<file path="src/rtl/spi_pkg.sv">
// Shared definitions for the SPI master sequencer: mode encoding, FSM states
// and the transaction width.
package spi_pkg;

    localparam int SPI_DATA_W = 8;

    // Mode encoding driven by the CPU on control_rd.
    localparam logic [1:0] SPI_MODE_WRITE = 2'b00;
    localparam logic [1:0] SPI_MODE_EXCH  = 2'b01;
    localparam logic [1:0] SPI_MODE_READ  = 2'b10;
    localparam logic [1:0] SPI_MODE_RSVD  = 2'b11;

    typedef enum logic [2:0] {
        IDLE,
        SETUP,
        SHIFT,
        HOLD,
        DONE
    } spi_state_e;

    // A start request is only honoured for the three defined modes.
    function automatic logic is_valid_mode(input logic [1:0] mode);
        return mode != SPI_MODE_RSVD;
    endfunction

endpackage

</file>
<file path="src/rtl/spi_clk_div.sv">
// Half-period counter for SCLK generation. Emits a rise strobe and a fall
// strobe alternately, one every CLK_DIV cycles, starting with a rise strobe
// after a synchronous clear. Strobes are suppressed while clr is asserted.
module spi_clk_div #(
    parameter int CLK_DIV = 2
) (
    input  logic clk,
    input  logic reset,
    input  logic clr,
    output logic rise_stb,
    output logic fall_stb
);

    localparam int              CNT_W = (CLK_DIV > 1) ? $clog2(CLK_DIV) : 1;
    localparam logic [CNT_W-1:0] LAST = CNT_W'(CLK_DIV - 1);

    logic [CNT_W-1:0] cnt;
    logic             phase;  // 0: next strobe is a rise, 1: next is a fall
    logic             tick;

    // Count half periods; toggle the phase at the end of each one.
    always_ff @(posedge clk) begin
        if (reset || clr) begin
            cnt   <= '0;
            phase <= 1'b0;
        end else if (cnt == LAST) begin
            cnt   <= '0;
            phase <= ~phase;
        end else begin
            cnt   <= cnt + 1'b1;
        end
    end

    assign tick     = (cnt == LAST) && !clr;
    assign rise_stb = tick && !phase;
    assign fall_stb = tick &&  phase;

endmodule

</file>
<file path="src/rtl/spi_master_seq.sv">
// Byte-level SPI master sequencer, mode 0 (CPOL=0, CPHA=0), MSB first.
// One start strobe runs a full 8-bit transaction: chip select, SCLK
// generation, MOSI shifting, MISO capture, and done/dv_data_out pulses.
//
// Build option: define SPI_LOOPBACK_EN to feed the registered mosi back into
// the receive shifter instead of the miso pin.
//
// Timeline with N = CLK_DIV, cycle 0 = acceptance edge:
//   1        cs_n falls, busy rises, first MOSI bit driven
//   N+1      first SCLK rise (bit 7 sampled)
//   2N+1+2Nk SCLK falls, MOSI advances (not after bit 0)
//   17N+1    end of the last SCLK low half, enter HOLD
//   18N+1    done / dv_data_out / cs_n high
module spi_master_seq
    import spi_pkg::*;
#(
    parameter int CLK_DIV = 2,
    parameter int DATA_W  = SPI_DATA_W
) (
    input  logic              clk,
    input  logic              reset,
    input  logic              start,
    input  logic [1:0]        control_rd,
    input  logic [DATA_W-1:0] data_in,
    output logic              busy,
    output logic              done,
    output logic [DATA_W-1:0] data_out,
    output logic              dv_data_out,
    output logic              sclk,
    output logic              cs_n,
    output logic              mosi,
    input  logic              miso
);

    spi_state_e        state;
    logic [1:0]        mode_q;
    logic [DATA_W-1:0] tx_sr;
    logic [DATA_W-1:0] rx_sr;
    logic [2:0]        bit_cnt;
    logic              shift_end;  // set after the 8th falling edge
    logic              div_clr;
    logic              rise_stb;
    logic              fall_stb;
    logic              rx_bit;

    // The divider is held in clear while idle and during the first SETUP
    // cycle (cs_n still high), so the first rise strobe lands N cycles after
    // cs_n falls.
    assign div_clr = (state == IDLE) || (state == SETUP && cs_n);

    spi_clk_div #(
        .CLK_DIV (CLK_DIV)
    ) u_clk_div (
        .clk      (clk),
        .reset    (reset),
        .clr      (div_clr),
        .rise_stb (rise_stb),
        .fall_stb (fall_stb)
    );

`ifdef SPI_LOOPBACK_EN
    // miso stays connected but is masked out; the shifter sees our own mosi.
    assign rx_bit = mosi ^ (miso & 1'b0);
`else
    assign rx_bit = miso;
`endif

    // Transaction FSM with all pin-level outputs registered.
    // NOTE: every state and output register here uses non-blocking
    // assignment so all of them update together from pre-edge values.
    always_ff @(posedge clk) begin
        if (reset) begin
            state       <= IDLE;
            mode_q      <= SPI_MODE_WRITE;
            tx_sr       <= '0;
            rx_sr       <= '0;
            bit_cnt     <= 3'd0;
            shift_end   <= 1'b0;
            busy        <= 1'b0;
            done        <= 1'b0;
            dv_data_out <= 1'b0;
            data_out    <= '0;
            sclk        <= 1'b0;
            cs_n        <= 1'b1;
            mosi        <= 1'b0;
        end else begin
            case (state)
                IDLE: begin
                    if (start && is_valid_mode(control_rd)) begin
                        state     <= SETUP;
                        mode_q    <= control_rd;
                        // Read mode transmits zeros, so mosi stays low.
                        tx_sr     <= (control_rd == SPI_MODE_READ) ? '0 : data_in;
                        rx_sr     <= '0;
                        bit_cnt   <= 3'd0;
                        shift_end <= 1'b0;
                    end
                end

                SETUP: begin
                    if (cs_n) begin
                        cs_n <= 1'b0;
                        busy <= 1'b1;
                        mosi <= tx_sr[DATA_W-1];
                    end
                    if (rise_stb) begin
                        state <= SHIFT;
                        sclk  <= 1'b1;
                        rx_sr <= {rx_sr[DATA_W-2:0], rx_bit};
                    end
                end

                SHIFT: begin
                    if (rise_stb) begin
                        if (shift_end) begin
                            // Last low half-period finished: no 9th pulse.
                            state     <= HOLD;
                            bit_cnt   <= 3'd0;
                            shift_end <= 1'b0;
                        end else begin
                            sclk  <= 1'b1;
                            rx_sr <= {rx_sr[DATA_W-2:0], rx_bit};
                        end
                    end else if (fall_stb) begin
                        sclk <= 1'b0;
                        if (bit_cnt == 3'd7) begin
                            shift_end <= 1'b1;
                        end else begin
                            bit_cnt <= bit_cnt + 3'd1;
                            tx_sr   <= tx_sr << 1;
                            mosi    <= tx_sr[DATA_W-2];
                        end
                    end
                end

                HOLD: begin
                    if (fall_stb) begin
                        state <= DONE;
                        cs_n  <= 1'b1;
                        mosi  <= 1'b0;
                        busy  <= 1'b0;
                        done  <= 1'b1;
                        if (mode_q != SPI_MODE_WRITE) begin
                            data_out    <= rx_sr;
                            dv_data_out <= 1'b1;
                        end
                    end
                end

                DONE: begin
                    // A start seen in this cycle is dropped; IDLE takes the next.
                    state       <= IDLE;
                    done        <= 1'b0;
                    dv_data_out <= 1'b0;
                end

                default: state <= IDLE;
            endcase
        end
    end

endmodule

</file>
<file path="config.mk">
export PLATFORM = sky130hd
export DESIGN_NAME = spi_master_seq
export DESIGN_NICKNAME = d
export VERILOG_FILES = /design/src/rtl/spi_pkg.sv /design/src/rtl/spi_clk_div.sv /design/src/rtl/spi_master_seq.sv
export SDC_FILE = /design/constraint.sdc
export NUM_CORES = 1
export LEC_CHECK = 0
export CAP_MARGIN = 20
export CORE_ASPECT_RATIO = 0.8
export CORE_MARGIN = 3
export CORE_UTILIZATION = 35
export CTS_BUF_LIST = sky130_fd_sc_hd__clkbuf_16
export DETAILED_ROUTE_END_ITERATION = 10
export SLEW_MARGIN = 20
export SYNTH_ARGS = -nofsm -noshare
export SYNTH_HDL_FRONTEND = slang
export SYNTH_SLANG_ARGS = --single-unit
</file>
<file path="constraint.sdc">
create_clock -name clk -period 2 [get_ports clk]
set_input_delay 0.4 -clock clk [delete_from_list [all_inputs] [get_ports clk]]
set_output_delay 0.4 -clock clk [all_outputs]
set_load 0.1 [all_outputs]
</file>
# --- Yosys cells after proc, flatten, opt, wreduce, memory -nomap -nowiden ---
# Index checks and enable logic that the tools add are counted.
op_classes:
  muxes: 46
  add_sub_neg: 2
  n_eq_ne: 23
  bitwise_logic: 1
  reduce_logical: 31
op_table:
  columns: ["operator", "n"]
  rows:
  - ["$mux W8", 9]
  - ["$mux W3", 10]
  - ["$pmux W8 S3", 1]
  - ["$ne A2 B2 Y1 const B", 11]
  - ["$reduce_and A5 Y1", 4]
  - ["$mux W1", 16]
  - ["$pmux W8 S2", 1]
  - ["$ne A3 B3 Y1 const B", 5]
  - ["$pmux W1 S2", 6]
  - ["$pmux W3 S4", 1]
  - ["$reduce_bool A2 Y1", 5]
  - ["$reduce_and A3 Y1", 3]
  - ["$reduce_and A4 Y1", 2]
  - ["$eq A3 B2 Y1 const B", 2]
  - ["$eq A3 B3 Y1 const B", 2]
  - ["$pmux W3 S2", 1]
  - ["$reduce_and A2 Y1", 3]
  - ["$reduce_and A6 Y1", 1]
  - ["$reduce_bool A3 Y1", 2]
  - ["$logic_and A1 B1 Y1", 5]
  - ["$add A3 B1 Y3 const B", 1]
  - ["$eq A3 B1 Y1 const B", 1]
  - ["$logic_not A3 Y1", 1]
  - ["$pmux W1 S3", 1]
  - ["other kinds (7)", 9]
word_totals:
  register_bits: 41
  out_inout_bits: 14

# --- Logic depth before layout (Yosys ltp) ---
logic_depth:
  depth_word: 9
  ltp_mapped: 8

# --- Modules after synthesis ---
# Synthesis repeated with hierarchy kept, for this count alone.
hier_totals:
  cells_unflattened: 211
  hier_area_um2: 1914.3
modules_own_cells:
  columns: ["mod", "seq_area_each_um2", "instances", "cells_per_inst", "area_each_um2"]
  rows:
  - ["spi_master_seq", 780.7, 1, 204, 1833.0]
  - ["spi_clk_div", 40.0, 1, 7, 81.3]

# --- Worst setup path before layout ---
# OpenSTA, ideal clock, no wires.
synth_path:
  path_type: "register -> register"
  start: "reg cs_n"
  end: "reg bit_cnt[0]"
  path_stages_with_launch: 6
  setup_time_ps: 121
  arrival_time_ps: 2194
  synth_period_minus_slack_ps: 2315
  required_ps: 1879
  path_slack_ps: -315
  path_cell_list: "dfxtp_1 -> and2b_1 -> o21a_4 -> o221ai_2 -> a21o_2 -> mux2_4"
synth_via:
  elab_chain_len: 7
synth_rtl:
  columns: ["item", "line", "rtl"]
  rows:
  - ["from (decl)", "spi_master_seq.sv:30", "output logic cs_n,"]
  - ["from (signal assigned)", "spi_master_seq.sv:84", "cs_n <= 1'b1;"]
  - ["from (signal assigned)", "spi_master_seq.sv:102", "cs_n <= 1'b0;"]
  - ["from (signal assigned)", "spi_master_seq.sv:139", "cs_n <= 1'b1;"]
  - ["$logic_and A1 B1 Y1 *", "spi_master_seq.sv:49", "assign div_clr = (state == IDLE) || (state == SETUP && cs_n);"]
  - ["$logic_or A1 B1 Y1 *", "spi_master_seq.sv:49", null]
  - ["$logic_not A1 Y1 *", "spi_clk_div.sv:34", "assign tick = (cnt == LAST) && !clr;"]
  - ["$logic_and A1 B1 Y1 *", "spi_clk_div.sv:34", null]
  - ["$logic_and A1 B1 Y1, on equally long branches", "spi_clk_div.sv:35, spi_clk_div.sv:36", null]
  - ["$ne A3 B3 Y1 (no line) / $mux W3 (equally long branches)", null, null]
  - ["$reduce_and A5 Y1 (no line) / $pmux W3 S2 (equally long branches)", null, null]
  - ["to (signal assigned)", "spi_master_seq.sv:129", "bit_cnt <= bit_cnt + 3'd1;"]
  - ["to (decl)", "spi_master_seq.sv:39", "logic [2:0] bit_cnt;"]
# Every way passes the cells marked *; elsewhere a longest branch is shown, timed or not.
# A chain may end at the register's enable or synchronous reset.

# --- Worst setup path after layout ---
layout_path:
  start: "reg state[2]"
  end: "reg bit_cnt[0]"
layout_via:
  elab_chain_len: 8
layout_rtl:
  columns: ["item", "line", "rtl"]
  rows:
  - ["from (decl)", "spi_master_seq.sv:35", "spi_state_e state;"]
  - ["from (signal assigned)", "spi_master_seq.sv:73", "state <= IDLE;"]
  - ["from (signal assigned)", "spi_master_seq.sv:90", "state <= SETUP;"]
  - ["from (signal assigned)", "spi_master_seq.sv:107", "state <= SHIFT;"]
  - ["$eq A3 B1 Y1", "spi_master_seq.sv:49", null]
  - ["$logic_and A1 B1 Y1", "spi_master_seq.sv:49", null]
  - ["$logic_or A1 B1 Y1", "spi_master_seq.sv:49", null]
  - ["$logic_not A1 Y1", "spi_clk_div.sv:34", null]
  - ["$logic_and A1 B1 Y1", "spi_clk_div.sv:34", null]
  - ["$logic_and A1 B1 Y1, on equally long branches", "spi_clk_div.sv:35, spi_clk_div.sv:36", null]
  - ["$ne A3 B3 Y1 (no line) / $mux W3 (equally long branches)", null, null]
  - ["$reduce_and A5 Y1 (no line) / $pmux W3 S2 (equally long branches)", null, null]
# Several ways; a longest one is shown, not always the timed one.

==> reports/results.txt <==
Status: complete, no violations
Critical path launch point type: flop
Final instance area: 2390 sq um
Die Area: 6190 sq um
Post-synthesis sequential area ratio: 44.5%
Placement Setup Slack: -0.0598 ns
Sw Ratio: 21.2%
DR vias/cell: 5.13
Mapped Avg Cell Area: 9.32 sq um
Final setup margin: 0.220 ns
Max cap viols: 0
Worst setup EP type: flop
Worst-path clk slew: 0.06 ns
Die height: 71.0 um
Antenna violations before repair: 0
Largest net degree at the start of global routing: 21
Top cell type's share of synthesized area: 44.5%
R2R Path Start: state[2]
Antenna diodes: 0
Setup Buffers After CTS: 0
PortBufs: 27
Int Power: 1.63 mW
Final core utilization: 49.4%
Final Hold Fails: 0
Async S/R FF share, synth: 0%
Tmin final: 1.78 ns
P_sw: 0.439 mW
Worst R2R End: bit_cnt[0]
Routed WL per cell: 13.5 um
Clk Latency, worst-skew pair: 0.28 ns
Placed Cells: 287
Buffer depth of the longest clock path: 2
Flops & latches, synth: 41
RSZ-0062 raised after global routing: false
DR iter-0 viols: 68
RePlAce Congestion: 0.841
Vias in the first global route: 1,417
Slew of the pin with the lowest slew margin: 0.986 ns
Global route overflow: 0
Vias: 1,514
CP max FO: 9
Cts bufs inserted: 5
Drt drc: 0
Post-route ant nets: 0
Top FF cell, synth: dfxtp_1
Fin. max-slew vios: 0
Top Ports: 28
Area leader, netlist: dfxtp_1
DP Area: 2200 sq um
CTS H-Tree Depth: 2
Rel. slew slack: 33.8%
R2R setup slack: 0.22 ns
YS warnings: 0
Yosys cell types: 45
VDD IR max: 436 uV
Fin cells: 295
GRT Total Usage: 13.6%
Synth Instances: 198
Leakage: 1.00 nW
Drt pass-1 iters: 4
Area growth, synth to finish: 29.6%
Worst Reg2Reg Path Length in Cells: 5
WL final: 3970 um
Clk sinks: 41
Initial Utilization: 38.1%
First-pass GRT wire length: 6770 um
Clk pwr share: 50.7%
Worst path required time: 2.18 ns
Nets: 250
Cts hold-fix bufs: 0
Syn_nets: 214
CTS resizes: 0
Max Clock Freq: 0.562 GHz
Core ar.: 4840 sq um
Critical path arrival: 1.96 ns
CTS tree: done
Setup Viol. Count Final: 0
FP Rows: 22
Critical path origin: state[2]
Setup crit end: bit_cnt[0]
Mapped cell area: 1850 sq um
Clk_skew: 0.00530 ns
Hpwl dp: 2920 um
Sequential power share: 41.1%
Post-synth EDFFs: 0
Die width: 87.2 um
Critical path class: flop to flop
Clock root cell: clkbuf_16
Period utilization: 89.0%
Power density of the placed cells: 866 nW/um^2
Layout cells sized above 1: 21.3%
Combinational share of power: 8.2%
Ranking of synthesized cells by area: dfxtp_1 (44%), mux2i_1 (6.5%), nor2_1 (5.3%), a22o_1 (4.3%), a211oi_1 (3.7%)
HP Class: flop to flop
-- layer usage --
layer,global-route usage [%],vias up,part of all wire [%]
met5,0,-,0
met4,3.58,0,1.1
met1,20.7,690,54
met3,3.61,7,4.5
li1,-,789,-
met2,18.6,28,40
-- state kept, by name (all words and copies together) (netlist names) --
| name | count |
|---|---|
| rx_sr | 8 |
| sclk | 1 |
| mode_q | 2 |
| done | 1 |
| tx_sr | 8 |
| bit_cnt | 3 |
| u_clk_div.cnt | 1 |
| cs_n | 1 |
| dv_data_out | 1 |
| data_out | 8 |
| state | 3 |
| busy | 1 |
| mosi | 1 |
| u_clk_div.phase | 1 |
| shift_end | 1 |
-- metrics by stage --
stage	TNS, ns	hold WS, ns	total power [mW]
2_1_floorplan	0	0.449	0.972
3_3_place_gp	0	0.449	1.04
3_5_place_dp	-0.301	0.451	1.04
4_1_cts	0	0.475	2.09
5_1_grt	0	0.510	2.14
6_report	0	0.463	2.07
-- worst min-delay path by stage --
stage | from | endpoint | cells after the start
floorplan | rx_sr[7] | rx_sr[7] | 1
global placement | dv_data_out | dv_data_out | 2
CTS | dv_data_out | dv_data_out | 2
global route | dv_data_out | dv_data_out | 2
finish | dv_data_out | dv_data_out | 2
detailed placement | dv_data_out | dv_data_out | 2
-- synth_stat cells, types with 2 or more instances --
| cell | n |
|---|---|
| a211oi_1 | 9 |
| a21oi_1 | 6 |
| a21oi_2 | 2 |
| a22o_1 | 9 |
| a22oi_1 | 8 |
| a311oi_1 | 2 |
| buf_1 | 2 |
| buf_2 | 6 |
| buf_6 | 2 |
| clkbuf_1 | 3 |
| dfxtp_1 | 41 |
| ha_1 | 2 |
| inv_1 | 5 |
| mux2i_1 | 12 |
| nand2_1 | 13 |
| nand2b_1 | 5 |
| nand3_1 | 3 |
| nor2_1 | 26 |
| nor2b_1 | 3 |
| nor3_1 | 6 |
| o21ai_0 | 4 |
| o21ai_1 | 3 |
| o21bai_1 | 2 |
| o221ai_2 | 2 |
| or2_2 | 2 |
-- cell usage in the layout (no fill, tap or decap), types with 6 or more instances in the layout --
cell type        Yosys  final
dfxtp_1             41     40
a211oi_1             9      9
mux2i_1             12     12
clkdlybuf4s50_1      0     13
a21oi_1              6      6
nor2_1              26     26
nand2_1             13     13
buf_4                0     29
a22oi_1              8      8
a22o_1               9      9
nor3_1               6      6
-- power by group through the flow --
| stage | Clock [mW] | Sequential [mW] | Combinational (mW) |
|---|---|---|---|
| final | 1.05 | 0.851 | 0.169 |
| after detailed placement | 0 | 0.869 | 0.169 |
| after floorplan | 0 | 0.891 | 0.0816 |
| after CTS | 1.07 | 0.851 | 0.170 |
| after global placement | 0 | 0.869 | 0.169 |
| after global routing | 1.10 | 0.854 | 0.183 |
-- layout make-up --
class	count	area, sq um
Timing Repair Buffer	42	348
Sequential cell	41	822
Inverter	5	18.8
Clock buffer	5	125
Fill cell	470	2450
Multi-Input combinational cell	139	935
Tap cell	60	75.1
Clock inverter	3	68.8
-- worst max-delay path: stages, from the launching register on --
cell and delay (ns):
dfxtp_1 0.49, or2_1 0.33, o21a_4 0.20, o221ai_2 0.09, a21o_2 0.26, mux2_4 0.30
-- kinds of logic (layout without fill, tap and decap cells) --
| group | Yosys count | after routing | share of synthesized area [%] |
|---|---|---|---|
| XOR/XNOR | 1 | 1 | 0.475 |
| AO/OA/AOI/OAI | 57 | 57 | 24.2 |
| multiplexers | 13 | 13 | 7.32 |
| AND/OR/NAND/NOR | 66 | 66 | 17.3 |
| flip-flops | 41 | 41 | 44.5 |
| buffers and inverters | 18 | 55 | 4.88 |
| adder cells (fa/ha/maj) | 2 | 2 | 1.36 |
Power figures use the tool's default switching activity.
